## config.mk

```make
export PLATFORM = sky130hd
export DESIGN_NAME = hazard_stall_unit
export DESIGN_NICKNAME = d
export VERILOG_FILES = /design/src/rtl/hazard_pkg.sv /design/src/rtl/hazard_match.sv /design/src/rtl/hazard_stall_unit.sv
export SDC_FILE = /design/constraint.sdc
export NUM_CORES = 1
export LEC_CHECK = 0
export ABC_AREA = 1
export CORE_MARGIN = 3
export CORE_UTILIZATION = 29
export CTS_CLUSTER_DIAMETER = 50
export DETAILED_ROUTE_END_ITERATION = 8
export PLACE_DENSITY = 0.91
export SLEW_MARGIN = 20
export SYNTH_ARGS = -nofsm -noshare
export SYNTH_HDL_FRONTEND = slang
export SYNTH_HIERARCHICAL = 1
export SYNTH_SLANG_ARGS = --single-unit
```

## constraint.sdc

```tcl
create_clock -name clk_i -period 1.2 [get_ports clk_i]
set_input_delay 0.12 -clock clk_i [delete_from_list [all_inputs] [get_ports clk_i]]
set_output_delay 0.12 -clock clk_i [all_outputs]
set_load 0.01 [all_outputs]
```

## src/rtl/hazard_pkg.sv

```systemverilog
// ---------------------------------------------------------------------------
// hazard_pkg
// Shared definitions for the load-use hazard / stall controller:
//   - MIPS opcode constants for instructions that read rt
//   - hz_state_t : stall FSM state encoding
//   - hz_ctrl_t  : packed pipeline control word {pc_write, ifid_write,
//                  bubble, freeze} and its three legal values
//   - LOAD_LAT_MAX : largest load latency the 3-bit counter can hold
// ---------------------------------------------------------------------------
package hazard_pkg;

    localparam logic [5:0] OP_RTYPE = 6'h00;
    localparam logic [5:0] OP_BEQ   = 6'h04;
    localparam logic [5:0] OP_BNE   = 6'h05;
    localparam logic [5:0] OP_SW    = 6'h2B;

    localparam int LOAD_LAT_MAX = 7;
    localparam int HOLD_CNT_W   = 3;

    typedef enum logic [0:0] {
        ST_IDLE    = 1'b0,
        ST_LU_HOLD = 1'b1
    } hz_state_t;

    typedef struct packed {
        logic pc_write;
        logic ifid_write;
        logic bubble;
        logic freeze;
    } hz_ctrl_t;

    localparam hz_ctrl_t CTRL_IDLE   = 4'b1100;
    localparam hz_ctrl_t CTRL_STALL  = 4'b0010;
    localparam hz_ctrl_t CTRL_FREEZE = 4'b0001;

    // Instructions whose rt field is a source operand (R-type, branches, store).
    function automatic logic op_uses_rt(input logic [5:0] op);
        logic uses_s;
        case (op)
            OP_RTYPE: uses_s = 1'b1;
            OP_BEQ:   uses_s = 1'b1;
            OP_BNE:   uses_s = 1'b1;
            OP_SW:    uses_s = 1'b1;
            default:  uses_s = 1'b0;
        endcase
        return uses_s;
    endfunction

endpackage

```

## src/rtl/hazard_match.sv

```systemverilog
// ---------------------------------------------------------------------------
// hazard_match
// Combinational load-use comparator. Flags a hazard when the instruction in
// EX is a load whose destination is a real register (not $0) and that
// register is read by the instruction in ID, either as rs or, for opcodes
// that actually source rt, as rt.
// Ports:
//   mem_read  in  1           instruction in EX is a load
//   load_rt   in  REG_ADDR_W  destination register of that load
//   op        in  6           opcode of the ID instruction
//   rs        in  5           rs field of the ID instruction
//   rt        in  5           rt field of the ID instruction
//   hit       out 1           load-use hazard detected
// ---------------------------------------------------------------------------
module hazard_match
    import hazard_pkg::*;
#(
    parameter int REG_ADDR_W = 5
) (
    input  logic                  mem_read,
    input  logic [REG_ADDR_W-1:0] load_rt,
    input  logic [5:0]            op,
    input  logic [4:0]            rs,
    input  logic [4:0]            rt,
    output logic                  hit
);

    logic [REG_ADDR_W-1:0] rs_s;
    logic [REG_ADDR_W-1:0] rt_s;
    logic                  uses_rt_s;
    logic                  rs_match_s;
    logic                  rt_match_s;

    // Field alignment to the register-address width and per-operand match.
    always_comb begin
        rs_s       = REG_ADDR_W'(rs);
        rt_s       = REG_ADDR_W'(rt);
        uses_rt_s  = op_uses_rt(op);
        rs_match_s = (load_rt == rs_s);
        rt_match_s = (load_rt == rt_s) && uses_rt_s;
    end

    // Hazard decision; writes to $0 are discarded so they never create a dependency.
    always_comb begin
        if (mem_read && (load_rt != {REG_ADDR_W{1'b0}}) && (rs_match_s || rt_match_s)) begin
            hit = 1'b1;
        end else begin
            hit = 1'b0;
        end
    end

endmodule

```

## src/rtl/hazard_stall_unit.sv

```systemverilog
// ---------------------------------------------------------------------------
// hazard_stall_unit
// Load-use hazard and stall controller for the 5-stage MIPS pipeline, in ID.
// A detected hazard stalls the front end (PC and IF/ID held, NOP bubble into
// ID/EX) for LOAD_LAT cycles: the first cycle is driven combinationally by
// the comparator, the remaining LOAD_LAT-1 cycles by the LU_HOLD counter,
// since the load has left EX by then. A busy data memory freezes the whole
// pipeline and takes priority; the stall FSM holds while frozen.
//
// Optional feature (macro HAZARD_STATS_EN): saturating counters of bubble
// cycles and freeze cycles. Without the macro both count ports read zero.
//
// Parameters:
//   REG_ADDR_W  register address width
//   LOAD_LAT    stall cycles per load-use hazard (1..7, clamped)
//   CNT_W       statistics counter width
// Ports:
//   clk_i              in  1           clock, rising edge
//   rst_i              in  1           synchronous active-high reset
//   IDEX_MemRead_i     in  1           instruction in EX is a load
//   IDEX_RegisterRt_i  in  REG_ADDR_W  destination of that load
//   instr_i            in  32          instruction in ID
//   dmem_busy_i        in  1           data memory access outstanding
//   pc_write_o         out 1           PC write enable
//   ifid_write_o       out 1           IF/ID write enable
//   bubble_o           out 1           insert NOP control word into ID/EX
//   freeze_o           out 1           hold ID/EX, EX/MEM, MEM/WB
//   stall_cycles_o     out CNT_W       bubble cycle count
//   freeze_cycles_o    out CNT_W       freeze cycle count
// ---------------------------------------------------------------------------
module hazard_stall_unit
    import hazard_pkg::*;
#(
    parameter int REG_ADDR_W = 5,
    parameter int LOAD_LAT   = 1,
    parameter int CNT_W      = 32
) (
    input  logic                  clk_i,
    input  logic                  rst_i,
    input  logic                  IDEX_MemRead_i,
    input  logic [REG_ADDR_W-1:0] IDEX_RegisterRt_i,
    input  logic [31:0]           instr_i,
    input  logic                  dmem_busy_i,
    output logic                  pc_write_o,
    output logic                  ifid_write_o,
    output logic                  bubble_o,
    output logic                  freeze_o,
    output logic [CNT_W-1:0]      stall_cycles_o,
    output logic [CNT_W-1:0]      freeze_cycles_o
);

    // Out-of-range latencies are clamped so the 3-bit counter can never wrap.
    localparam int LAT_EFF = (LOAD_LAT < 1) ? 1 :
                             ((LOAD_LAT > LOAD_LAT_MAX) ? LOAD_LAT_MAX : LOAD_LAT);
    localparam logic [HOLD_CNT_W-1:0] CNT_LOAD   = HOLD_CNT_W'(LAT_EFF - 1);
    localparam logic                  MULTI_CYC  = (LAT_EFF > 1) ? 1'b1 : 1'b0;

    hz_state_t             state_r;
    logic [HOLD_CNT_W-1:0] cnt_r;
    logic                  hit_s;
    hz_ctrl_t              ctrl_s;
    logic                  unused_instr_s;

    // Immediate / shamt / funct bits play no part in hazard detection.
    assign unused_instr_s = ^instr_i[15:0];

    hazard_match #(
        .REG_ADDR_W (REG_ADDR_W)
    ) u_match (
        .mem_read (IDEX_MemRead_i),
        .load_rt  (IDEX_RegisterRt_i),
        .op       (instr_i[31:26]),
        .rs       (instr_i[25:21]),
        .rt       (instr_i[20:16]),
        .hit      (hit_s)
    );

    // Control word: reset forces idle, freeze beats stall, IDLE hit path is Mealy.
    always_comb begin
        ctrl_s = CTRL_IDLE;
        if (rst_i) begin
            ctrl_s = CTRL_IDLE;
        end else if (dmem_busy_i) begin
            ctrl_s = CTRL_FREEZE;
        end else if (state_r == ST_LU_HOLD) begin
            ctrl_s = CTRL_STALL;
        end else if (hit_s) begin
            ctrl_s = CTRL_STALL;
        end else begin
            ctrl_s = CTRL_IDLE;
        end
    end

    assign pc_write_o   = ctrl_s.pc_write;
    assign ifid_write_o = ctrl_s.ifid_write;
    assign bubble_o     = ctrl_s.bubble;
    assign freeze_o     = ctrl_s.freeze;

    // Stall FSM: cnt_r holds the stall cycles still owed, including the current one.
    always_ff @(posedge clk_i) begin
        if (rst_i) begin
            state_r <= ST_IDLE;
            cnt_r   <= {HOLD_CNT_W{1'b0}};
        end else if (dmem_busy_i) begin
            state_r <= state_r;
            cnt_r   <= cnt_r;
        end else begin
            case (state_r)
                ST_IDLE: begin
                    if (hit_s && MULTI_CYC) begin
                        state_r <= ST_LU_HOLD;
                        cnt_r   <= CNT_LOAD;
                    end else begin
                        state_r <= ST_IDLE;
                        cnt_r   <= {HOLD_CNT_W{1'b0}};
                    end
                end
                ST_LU_HOLD: begin
                    // A zero count here is corrupt state; leave the hold rather than wrap.
                    if (cnt_r <= 3'd1) begin
                        state_r <= ST_IDLE;
                        cnt_r   <= {HOLD_CNT_W{1'b0}};
                    end else begin
                        state_r <= ST_LU_HOLD;
                        cnt_r   <= cnt_r - 3'd1;
                    end
                end
                default: begin
                    state_r <= ST_IDLE;
                    cnt_r   <= {HOLD_CNT_W{1'b0}};
                end
            endcase
        end
    end

`ifdef HAZARD_STATS_EN
    localparam logic [CNT_W-1:0] CNT_MAX = {CNT_W{1'b1}};

    logic [CNT_W-1:0] stall_cnt_r;
    logic [CNT_W-1:0] freeze_cnt_r;

    function automatic logic [CNT_W-1:0] sat_inc(input logic [CNT_W-1:0] v);
        logic [CNT_W-1:0] r_s;
        if (v == CNT_MAX) begin
            r_s = v;
        end else begin
            r_s = v + CNT_W'(1'b1);
        end
        return r_s;
    endfunction

    // Saturating statistics, counted from the control word actually driven.
    always_ff @(posedge clk_i) begin
        if (rst_i) begin
            stall_cnt_r  <= {CNT_W{1'b0}};
            freeze_cnt_r <= {CNT_W{1'b0}};
        end else begin
            if (ctrl_s.bubble) begin
                stall_cnt_r <= sat_inc(stall_cnt_r);
            end else begin
                stall_cnt_r <= stall_cnt_r;
            end
            if (ctrl_s.freeze) begin
                freeze_cnt_r <= sat_inc(freeze_cnt_r);
            end else begin
                freeze_cnt_r <= freeze_cnt_r;
            end
        end
    end

    assign stall_cycles_o  = stall_cnt_r;
    assign freeze_cycles_o = freeze_cnt_r;
`else
    assign stall_cycles_o  = {CNT_W{1'b0}};
    assign freeze_cycles_o = {CNT_W{1'b0}};
`endif

endmodule

```

Word level (Yosys, flattened, before mapping)
Cells that the tools add are included.

Input bits: 41. Output and inout bits: 68. Word-level logic and storage cells: 27. Register bits: 4.

Add/sub/neg operators: 1. Reductions and logical operators: 7. Equal/unequal tests: 5. Bitwise operators: 1. Magnitude comparators: 1. Muxes and demuxes: 10.

Operators with widths (count): 4-bit two-way mux (4); 6-bit by 3-bit equality test with 1-bit output (second input constant) (2); 5-bit equality test (2); 6-bit equality test (second input constant) (1); 6-bit zero test (1); 3-bit case mux with 2 select lines (1); 5-bit nonzero test (1); 4-bit OR reduction (1); 3-bit by 1-bit less-or-equal comparator with 1-bit output (second input constant) (1); 1-bit logical AND (3); 1-bit two-way mux (3); 3-bit two-way mux (1); 3-bit by 1-bit subtractor with 3-bit output (second input constant) (1); 1-bit case mux with 2 select lines (1); 1-bit logical OR (1); 1-bit NOT (1).

Longest topological paths before layout
Depth in word-level cells: 11. Mapped depth: 12.

Modules after synthesis
The synthesis kept the hierarchy.

By module, submodules not included: hazard_stall_unit (area an instance 763.2 µm², seq. area each 80.1 µm², cells each 101, times used 1); hazard_match (area an instance 251.5 µm², seq. area each 0.0 µm², cells each 63, times used 1).

Worst setup path before layout
OpenSTA, ideal clock, no wires.

Kind: in2out. From: in IDEX_RegisterRt_i[1]. To: out pc_write_o. Data required time: 1080 ps. Data arrival time: 963 ps. Slack: 117 ps. Stages on the path: 11. Path through: inv_1 o21ai_0 inv_1 nand2_1 nor2_1 nor2_1 nor2_1 nor2_1 nand2_1 nand2_1 buf_4.

Longest elaborated chain between the ends: 9. Elaborated cells on any way between the ends: 12.

RTL lines: from (decl) (RTL line hazard_stall_unit.sv:41) `input logic [REG_ADDR_W-1:0] IDEX_RegisterRt_i,`; 5-bit equality test (RTL line hazard_match.sv:40) `rt_match_s = (load_rt == rt_s) && uses_rt_s;`; 1-bit logical AND (RTL line hazard_match.sv:40); 1-bit logical OR (RTL line hazard_match.sv:45) `if (mem_read && (load_rt != {REG_ADDR_W{1'b0}}) && (rs_match_s || rt_match_s)) begin`; 1-bit logical AND (*) (RTL line hazard_match.sv:45); 1-bit two-way mux (*) (RTL line hazard_match.sv:45); named net hit_s (RTL line hazard_stall_unit.sv:60) `logic hit_s;`; 4-bit two-way mux (*) (RTL line hazard_stall_unit.sv:87) `end else if (hit_s) begin`; 4-bit two-way mux (*) (RTL line hazard_stall_unit.sv:85) `end else if (state_r == ST_LU_HOLD) begin`; 4-bit two-way mux (*) (RTL line hazard_stall_unit.sv:83) `end else if (dmem_busy_i) begin`; 4-bit two-way mux (*) (RTL line hazard_stall_unit.sv:81) `if (rst_i) begin`; to (decl) (RTL line hazard_stall_unit.sv:44) `output logic pc_write_o,`.

Mark *: on every way through the listed nets, which the timed path passes. The rest lies on a longest branch.

Final worst setup path
From: in instr_i[17]. To: out bubble_o.

Longest elaborated chain between the ends: 9.

RTL lines: from (decl) (RTL line hazard_stall_unit.sv:42) `input logic [31:0] instr_i,`; 5-bit equality test (RTL line hazard_match.sv:40); 1-bit logical AND (RTL line hazard_match.sv:40); 1-bit logical OR (RTL line hazard_match.sv:45); 1-bit logical AND (RTL line hazard_match.sv:45); 1-bit two-way mux (RTL line hazard_match.sv:45); named net hit_s (RTL line hazard_stall_unit.sv:60); 4-bit two-way mux (RTL line hazard_stall_unit.sv:87); 4-bit two-way mux (RTL line hazard_stall_unit.sv:85); 4-bit two-way mux (RTL line hazard_stall_unit.sv:83); 4-bit two-way mux (RTL line hazard_stall_unit.sv:81); to (decl) (RTL line hazard_stall_unit.sv:46) `output logic bubble_o,`.

The timed path passes the listed nets, and every way through them passes these cells.

==> impl_results.md <==
- Worst Path Max Fanout: 2
- Power density cells: 507 nW/um^2
- Initial DRC count: 33
- Initial antenna violation count: 0
- Reg clk slew, reported paths: 30 ps
- Clock Path Buffers: 2
- FMAX: 797 MHz
- Synthesized area: 1010 sq um
- Clk root buf: clkbuf_4
- Gp weighted congestion: 0.854
- Global-route wire length before repair: 2.99 mm
- Synthesized area per cell: 6.19 sq um
- Slowest stage delay, CP: 190 ps
- Distinct cells, synth: 20
- Crit path DAT: 1140 ps
- PortBufs: 28
- Hold Path Class: in2reg
- Max Cap Viol: 0
- Core Util, Final: 35.1%
- #FFs+latches synth: 4
- Tmin final: 1260 ps
- Post-route clock period utilization: 105%
- Die Y: 65.2 um
- DRT Pass-1 Iters: 4
- WP buf/inv: 3
- Worst reg2reg path startpoint: cnt_r[0]
- I/O Pins: 109
- RR Endpoint: cnt_r[1]
- Endpoints failing hold: 0
- Hold-fix buffers, CTS: 0
- Hold Path Origin: rst_i
- Num CTS Buffers: 3
- CP most frequent cell: nor2_1
- Register area: 80.1 sq um
- Clk_skew: 1.67 ps
- YS warnings: 6
- Die area: 4240 sq um
- CTS tree: done
- Number of H-tree levels: 1
- Post-route setup TNS: -162 ps
- CP max-delay cell: clkdlybuf4s15_1
- CP top delay family: simple AND/OR/NAND/NOR gates
- Worst-skew pair later-pin latency: 230 ps
- DRT Wirelength: 2.01 mm
- Core ar.: 3200 sq um
- CP Capture Type: output port
- Critical Path Source Type: input port
- Dpl cells: 239
- Crit path cell chain: clkdlybuf4s15_1, inv_1, nand2_1, nand2_1, nor2_1, nand2_1, nor2_1, nor2_1, nor2_1, nor2_1, nor3_1, buf_2
- Status: finished with violations
- Final setup violation count: 3
- Worst VDD drop: 0.000138 V
- Multi-input gate area: 603 sq um
- DRC: 0
- Via density: 3.49
- GRT Util Overall: 8.92%
- Post-DP HPWL: 1.77 mm
- Die W: 65.2 um
- Seq/Total Area, Yosys: 7.89%
- Vias in the first global route: 736
- GRT overflow: 0
- Hold path endpoint: state_r
- Layout cells sized above 1: 23.6%
- CP Class: in2out
- Largest net degree at the start of global routing: 6
- Fin cells: 243
- Leakage: 0.678 nW
- Unrepaired setup endpoints after global routing: yes
- PnR Total Power: 0.569 mW
- Antenna Nets Post-Route: 0
- Synth Instances: 164
- Critical path depth: 12
- Final WS setup: -55.4 ps
- Vias post-DR: 847
- Initial core utilization: 31.7%
- Failing checks: negative setup slack
- Fillers: 365
- Req. time, crit path: 1080 ps
- Reg2Reg Depth: 4
- Worst Hold Depth: 2
- Pins Over Slew Limit: 0
- Placement Rows: 20
- Ant. Diodes: 0
- DR WL/cell: 8.28 um
- Final #Nets: 244
- Area Growth Syn to Fin: 10.7%
- R2R setup slack: 90 ps
- Clock Sinks: 4
## worst register-to-register path: cells and delay by family, from the launching register on
kind,cells,cell delay [ps]
DFF,1,340
adders and majority gates,1,280
and+or+nand+nor,1,240
AOI/OAI and AO/OA,1,120
buffers and inverters,1,70
## power by group
group	internal [mW]	switching [mW]	leakage (nW)	total [mW]
Sequential	0.134	0.0000000000000000220	0.0322	0.134
Combinational	0.0960	0.179	0.632	0.275
Clock	0.111	0.0493	0.0138	0.161
## cell usage in the layout, fill, tap and decap left out
master	n
a21oi_2	2
buf_6	5
o21bai_1	1
dlygate4sd2_1	2
buf_4	6
nand3_4	1
clkdlybuf4s15_1	4
inv_4	1
buf_8	1
inv_1	17
nand2_2	2
ha_1	2
dfxtp_1	4
inv_2	6
nand4_1	2
nand3_1	1
nor2_1	12
clkbuf_2	2
clkdlybuf4s50_1	2
or2_1	1
nor2_4	2
o21ai_2	2
clkbuf_4	3
conb_1	64
buf_2	11
nand3_2	1
nand2_1	34
nor2_2	1
o21ai_1	4
nor3_1	1
clkdlybuf4s15_2	1
o21ai_0	1
## logic make-up after synthesis
logic type / count (synthesis) / synth area share (%)
simple gates: 58 / 25.6
fa+ha+maj: 2 / 2.47
buf+inv: 89 / 57.0
other cells: 1 / 0.370
compound gates: 10 / 6.66
flops: 4 / 7.89
## flip-flops by register name, summed over array words and instances (netlist names)
register,count
cnt_r,3
state_r,1
## synthesized netlist by cell type
| library cell | instances | area share, % |
|---|---|---|
| a21oi_2 | 2 | 1.7 |
| buf_4 | 65 | 48 |
| conb_1 | 1 | 0.37 |
| dfxtp_1 | 4 | 7.9 |
| ha_1 | 2 | 2.5 |
| inv_1 | 20 | 7.4 |
| inv_2 | 4 | 1.5 |
| nand2_1 | 35 | 13 |
| nand2_2 | 1 | 0.62 |
| nand3_1 | 2 | 0.99 |
| nand3_4 | 1 | 1.7 |
| nand4_1 | 2 | 1.2 |
| nor2_1 | 13 | 4.8 |
| nor2_4 | 2 | 2.2 |
| nor3_1 | 1 | 0.49 |
| o21ai_0 | 3 | 1.5 |
| o21ai_1 | 2 | 0.99 |
| o21ai_2 | 2 | 1.7 |
| o21bai_1 | 1 | 0.74 |
| or2_1 | 1 | 0.62 |
## repair_timing
action / in CTS / in global routing
setup endpoints to repair: 4 / 4
pin swaps: 28 / 12
setup buffers: 1 / 0
resized for setup: 95 / 9
## how the worst max path moves through the flow
| stage | slack [ps] | to | from |
|---|---|---|---|
| after floorplan | 120 | pc_write_o | IDEX_RegisterRt_i[1] |
| after global placement | -950 | bubble_o | IDEX_RegisterRt_i[2] |
| after detailed placement | -950 | bubble_o | IDEX_RegisterRt_i[2] |
| after CTS | -150 | bubble_o | IDEX_RegisterRt_i[2] |
| after global routing | -240 | ifid_write_o | IDEX_RegisterRt_i[2] |
| final | -60 | bubble_o | instr_i[17] |
## area by class of cell
type / count / share of cell area, %
clock buffer: 3 / 2.00
inverter: 24 / 8.24
multi-input combinational: 134 / 53.7
sequential: 4 / 7.13
tap: 44 / 4.90
timing repair buffer: 34 / 24.1
## metal layers
| layer | up-vias | wire length, um | global-route usage [%] |
|---|---|---|---|
| met4 | 0 | 19 | 5.96 |
| li1 | 430 | - | - |
| met1 | 356 | 652 | 8.61 |
| met2 | 59 | 1100 | 17.4 |
| met5 | - | 0 | 0 |
| met3 | 2 | 244 | 1.20 |
## metrics by stage
| stage | setup WS [ps] | cell area [sq um] | hold slack, ps |
|---|---|---|---|
| 6_report | -55.4 | 1120 | 333 |
| 5_1_grt | -243 | 1120 | 331 |
| 4_1_cts | -146 | 1110 | 328 |
| 3_5_place_dp | -953 | 1140 | 483 |
| 3_3_place_gp | -953 | 1140 | 471 |
| 2_1_floorplan | 117 | 1250 | 182 |
Note: power is estimated with default switching activity, not from simulation.
==> RTL edit 1, RTL diff (same settings) <==
Build with the macro `HAZARD_STATS_EN` defined.
--- a/src/rtl/hazard_stall_unit.sv
+++ b/src/rtl/hazard_stall_unit.sv
@@ -30,2 +30,4 @@
 // ---------------------------------------------------------------------------
+`define HAZARD_STATS_EN
+
 module hazard_stall_unit
Formal check against the unedited RTL: not equivalent (Yosys sat finds a counterexample within 4 cycles, from zero or initial values and one cycle with rst_i high).
==> RTL edit 1 against the original RTL <==
The run still ends with negative setup slack left. Design area rose to 7.4 times the old value. Cell count rose to 5.0 times the old value. Routed wire length rose to 11 times the old value. Sequential share of layout area up 10 points. Power rose to 8.8 times the old value. Die area rose to 4.0 times the old value. Synthesized area rose to 4.4 times the old value. Worst setup slack worse by 510 ps. Sequential cell count up 64. Largest power group is now the clock network. Highest routed layer unchanged.
==> RTL edit 1: results (changes against the original RTL) <==
Gate Count Post-Synth=735 (+350%); setup ws final=-564.5 ps (-509.1 ps); status=complete, but fails checks; violation count after the first detailed-route iteration=728 (+2100%); Post-synth top cells=nand2_1, nor2_1, nand3_1; crit path from=freeze_cycles_o[0]; maximum clock path buffer count=2 (unchanged); vias in the first global route=6,259 (+750%); worst reg2reg path depth=11 (+7); Worst IR Drop VDD=0.0008730 V (+530%); reg-to-reg startpoint=freeze_cycles_o[0]; clock skew=6.897 ps (+5.222 ps); Placer Congestion=0.9357 (+9.6%); port bufs=92 (+230%); ys async rst share=0% (unchanged); CTS buffer count=9 (+6); Hold Path Stages=3 (+1); Clock H-tree levels=3 (+2); Total GRT Usage=21.31% (+12 points); fin nets=1,076 (+340%); largest net degree at the start of global routing=27 (+21); violated checks=negative setup slack; Hold Path Class=in2reg; Clk Latency, worst-skew pair=340 ps (+110 ps); layout cells sized above 1=50.14% (+27 points); First-pass DRT Iterations=7 (+3); WP data arrival=2000 ps (+860 ps); Avg WL per Cell=17.59 µm (+110%); DR WL met2=10,700 µm (+880%); ranking of synthesized cells by area=dfxtp_1, nand2_1, nor2_1; Max Used Layer=met4; GR Util met2=38.44% (+21 points); clk slew on worst S/H paths=60 ps (+30 ps); first-pass GRT wire length=29,010 µm (+870%); M1 GR Usage=22.76% (+14 points); Worst-Margin Slew=a little under 400 ps; sequential area share after synthesis=30.43% (+23 points); routed wl met3=1955 µm (+700%); CP Max Fanout=4 (+2); Final setup viols=67 (+64); Leakage=3.640 nW (+440%); Cell variety after synth=35 (+75%); vias per inst=5.477 (+57%); met3 Use GR=4.625% (+3.4 points); clk root buf=clkbuf_16; Hold Path Sink=freeze_cycles_o[5]; Setup WS pre-CTS=-1080 ps (-127.1 ps); placed cell count=1,165 (+390%); Detailed Place HPWL=11,890 µm (+570%); crit path to=freeze_cycles_o[14]; post-route insts no fill=1,221 (+400%); warnings from Yosys=6 (unchanged); Fillers=1,202 (+230%); setup TNS=-26,500 ps (-26,340 ps); Routed met1 length=7184 µm (+1000%)
==> RTL edit 1: final cells by class <==
type / instances / area (µm²) / share of cell area, %
clock buffers: 13 / 240.2 / 2.891
clock inverters: 3 / 15.01 / 0.1807
inverters: 74 / 292.8 / 3.523
multi-input cells: 578 / 3566 / 42.91
flip-flops and latches: 68 / 1451 / 17.46
well taps: 184 / 230.2 / 2.770
repair buffers: 301 / 2515 / 30.26
==> RTL edit 1: metrics by stage <==
stage	instance area, µm²	power (mW)	hold slack (ps)
floorplan	4852	2.469	309.7
global placement	7158	2.634	483.8
detailed placement	7158	2.646	512.1
CTS	7736	5.017	346.8
global route	8310	5.188	359.5
finish	8310	5.035	366.2
==> RTL edit 1: worst max-delay path, cell delays in order (launching register included) <==
cell and delay, ps:
dfxtp_4 350, ha_4 140, inv_2 40, nor2_4 130
buf_4 120, nand2_2 60, nor2_4 120, nand3b_4 160
buf_6 170, nand3b_1 80, nand2_1 70, nor2_1 220
==> RTL edit 1: cells by family after synthesis <==
logic type	Yosys count	synth area share [%]
xor+xnor	5	0.9790
flops	68	30.43
compound gates	57	7.133
simple gates	509	50.77
fa+ha+maj	3	0.8393
buf+inv	93	9.846
==> RTL edit 1: timing repair <==
| item | 4_1_cts | 5_1_grt |
|---|---|---|
| buffers inserted | 13 | 16 |
| pin swaps | 66 | 61 |
| endpoints found under the hold margin | 0 | 0 |
| gates cloned | 5 | 6 |
| gates resized for setup | 272 | 159 |
| endpoints found under the setup margin | 132 | 116 |
==> RTL edit 1: report_power, final <==
group | total (mW) | leakage [nW] | internal [mW] | switching, mW
Combinational | 0.399 | 2.94 | 0.175 | 0.224
Sequential | 2.24 | 0.572 | 2.23 | 0.00647
Clock | 2.40 | 0.127 | 1.39 | 1.01
Total | 5.04 | 3.64 | 3.80 | 1.24
==> RTL edit 2, RTL diff (config.mk and constraints unchanged) <==
Made on the original files. The package constant `HOLD_CNT_W` goes from 3 to 6.
--- a/src/rtl/hazard_pkg.sv
+++ b/src/rtl/hazard_pkg.sv
@@ -17,3 +17,3 @@
     localparam int LOAD_LAT_MAX = 7;
-    localparam int HOLD_CNT_W   = 3;
+    localparam int HOLD_CNT_W   = 6;
 
Behaviour: same outputs for any inputs over 10 cycles, from zero or initial values and one cycle with rst_i high; that may be too few to reach the edited logic, so the function may still have changed.
==> RTL edit 2 against the original RTL <==
Via count up 19%. Highest routed layer unchanged. Hold slack worse by 180 ps. Synthesized area up 13%. Die area up 12%. Worst setup slack worse by 71 ps. Design area up 17%. The run still ends with negative setup slack left. Sequential power up 75%. Largest cell class unchanged. Sequential cell count up 3. Critical path depth up 1. Routed wire length up 15%. Power up 46%. Critical endpoint is now pc_write_o. Fmax down 5.4%.
==> RTL edit 2: results (changes against the original RTL) <==
status=complete, but fails checks; violated checks=negative setup slack; Synth Area in XOR/XNOR=0.7625% (+0.76 points); Area after DPL=0.001313 mm² (+16%); ranking of synthesized cells by area=buf_4, nand2_1, dfxtp_1; maximum clock path buffer count=2 (unchanged); CP Launch Type=primary input; violation count after the first detailed-route iteration=40 (+21%); vias in the first global route=848 (+15%); largest net degree at the start of global routing=7 (+1); crit path to=pc_write_o; post-synthesis compound-gate area fraction=5.447% (-1.2 points); ys async rst share=0% (unchanged); vias per inst=3.602 (+3.3%); crit path from=IDEX_RegisterRt_i[4]; post-route insts no fill=279 (+15%); Gate Count Post-Synth=191 (+16%); Worst IR Drop VDD=0.0002590 V (+87%); setup TNS=-335.5 ps (-173.1 ps); sequential area share after synthesis=12.20% (+4.3 points); hold_sp=rst_i; Net Switching=273.1 µW (+20%); Hold Path Sink=state_r; power in the clock group=326 µW (+100%); part of the power in the clock network=39.3% (+11 points); port bufs=28 (unchanged); Clk Latency, worst-skew pair=approximately 220 ps; Post-Synth Adder-Cell Area=2.179% (-0.29 points); Final setup viols=3 (unchanged); Cell variety after synth=19 (-5.0%); WP data arrival=1210 ps (+70 ps); Placer Congestion=0.8185 (-4.1%); Top power group=the clock network; clk root buf=clkbuf_8; Leakage=0.7930 nW (+17%); setup ws final=-126.4 ps (-71.00 ps); Avg WL per Cell=8.308 µm (+0.29%); layout cells sized above 1=22.51% (-1.1 points); Total GRT Usage=9.525% (+0.60 points); First-pass DRT Iterations=4 (unchanged); Post-synth top cells=buf_4, nand2_1, inv_1; Comb power=270 µW (-2%); CP Max Fanout=3 (+1); worst reg2reg path depth=9 (+5); clock skew=2.649 ps (+0.9741 ps); mux cell area share after synthesis=0% (unchanged); first-pass GRT wire length=3463 µm (+16%); Clock Sinks=7 (+3); Top Registers=cnt_r (6), state_r (1); Detailed Place HPWL=2055 µm (+16%); worst flop-to-flop path endpoint=cnt_r[5]
-- RTL edit 2: cell types whose count changed in the layout (fill, tap and decap cells not counted), sizes merged, moves of 2 or more --
| cell | before | now |
|---|---|---|
| buf | 23 | 26 |
| clkbuf | 5 | 7 |
| dfxtp | 4 | 7 |
| inv | 24 | 27 |
| nand2 | 36 | 46 |
| nand3 | 3 | 6 |
| nor2 | 15 | 20 |
| o21ai | 7 | 9 |
-- RTL edit 2: per-layer routing --
| layer | GRT usage [%] | part of all wire (%) |
|---|---|---|
| met5 | 0 | 0 |
| met4 | 2.920 | 0.47 |
| met3 | 1.459 | 9.9 |
| met2 | 19.17 | 54 |
| met1 | 9.866 | 35 |
-- RTL edit 2: stage by stage --
stage          hold slack [ps]  setup WS [ps]
4_1_cts                  306.9         -207.8
3_3_place_gp             469.2          -1034
2_1_floorplan            189.1          10.76
3_5_place_dp             473.9          -1073
5_1_grt                  155.1         -257.3
6_report                 150.3         -126.4
-- RTL edit 2: what timing repair did --
action,4_1_cts,5_1_grt
resized for setup,95,13
gates cloned,0,0
buffers inserted,0,0
setup endpoints to repair,4,9
pin swaps,29,13
-- RTL edit 2: layout make-up --
| type | count | area (µm²) |
|---|---|---|
| fill | 443 | 2431 |
| inverter | 27 | 108.9 |
| multi-input combinational | 155 | 676.9 |
| clock buffer | 4 | 45.04 |
| sequential | 7 | 141.4 |
| tap | 48 | 60.06 |
| timing repair buffer | 38 | 280.3 |
-- RTL edit 2: worst max-delay path: stages --
cell     delay (ps)
buf_8            80
inv_4            30
buf_6           100
o21ai_2          90
nor2_1           50
nand2_1          50
nor2_1           40
nor2_1          100
nor2_1           50
nor2_1          160
nor2_1           80
nor2_2          110
buf_2           150
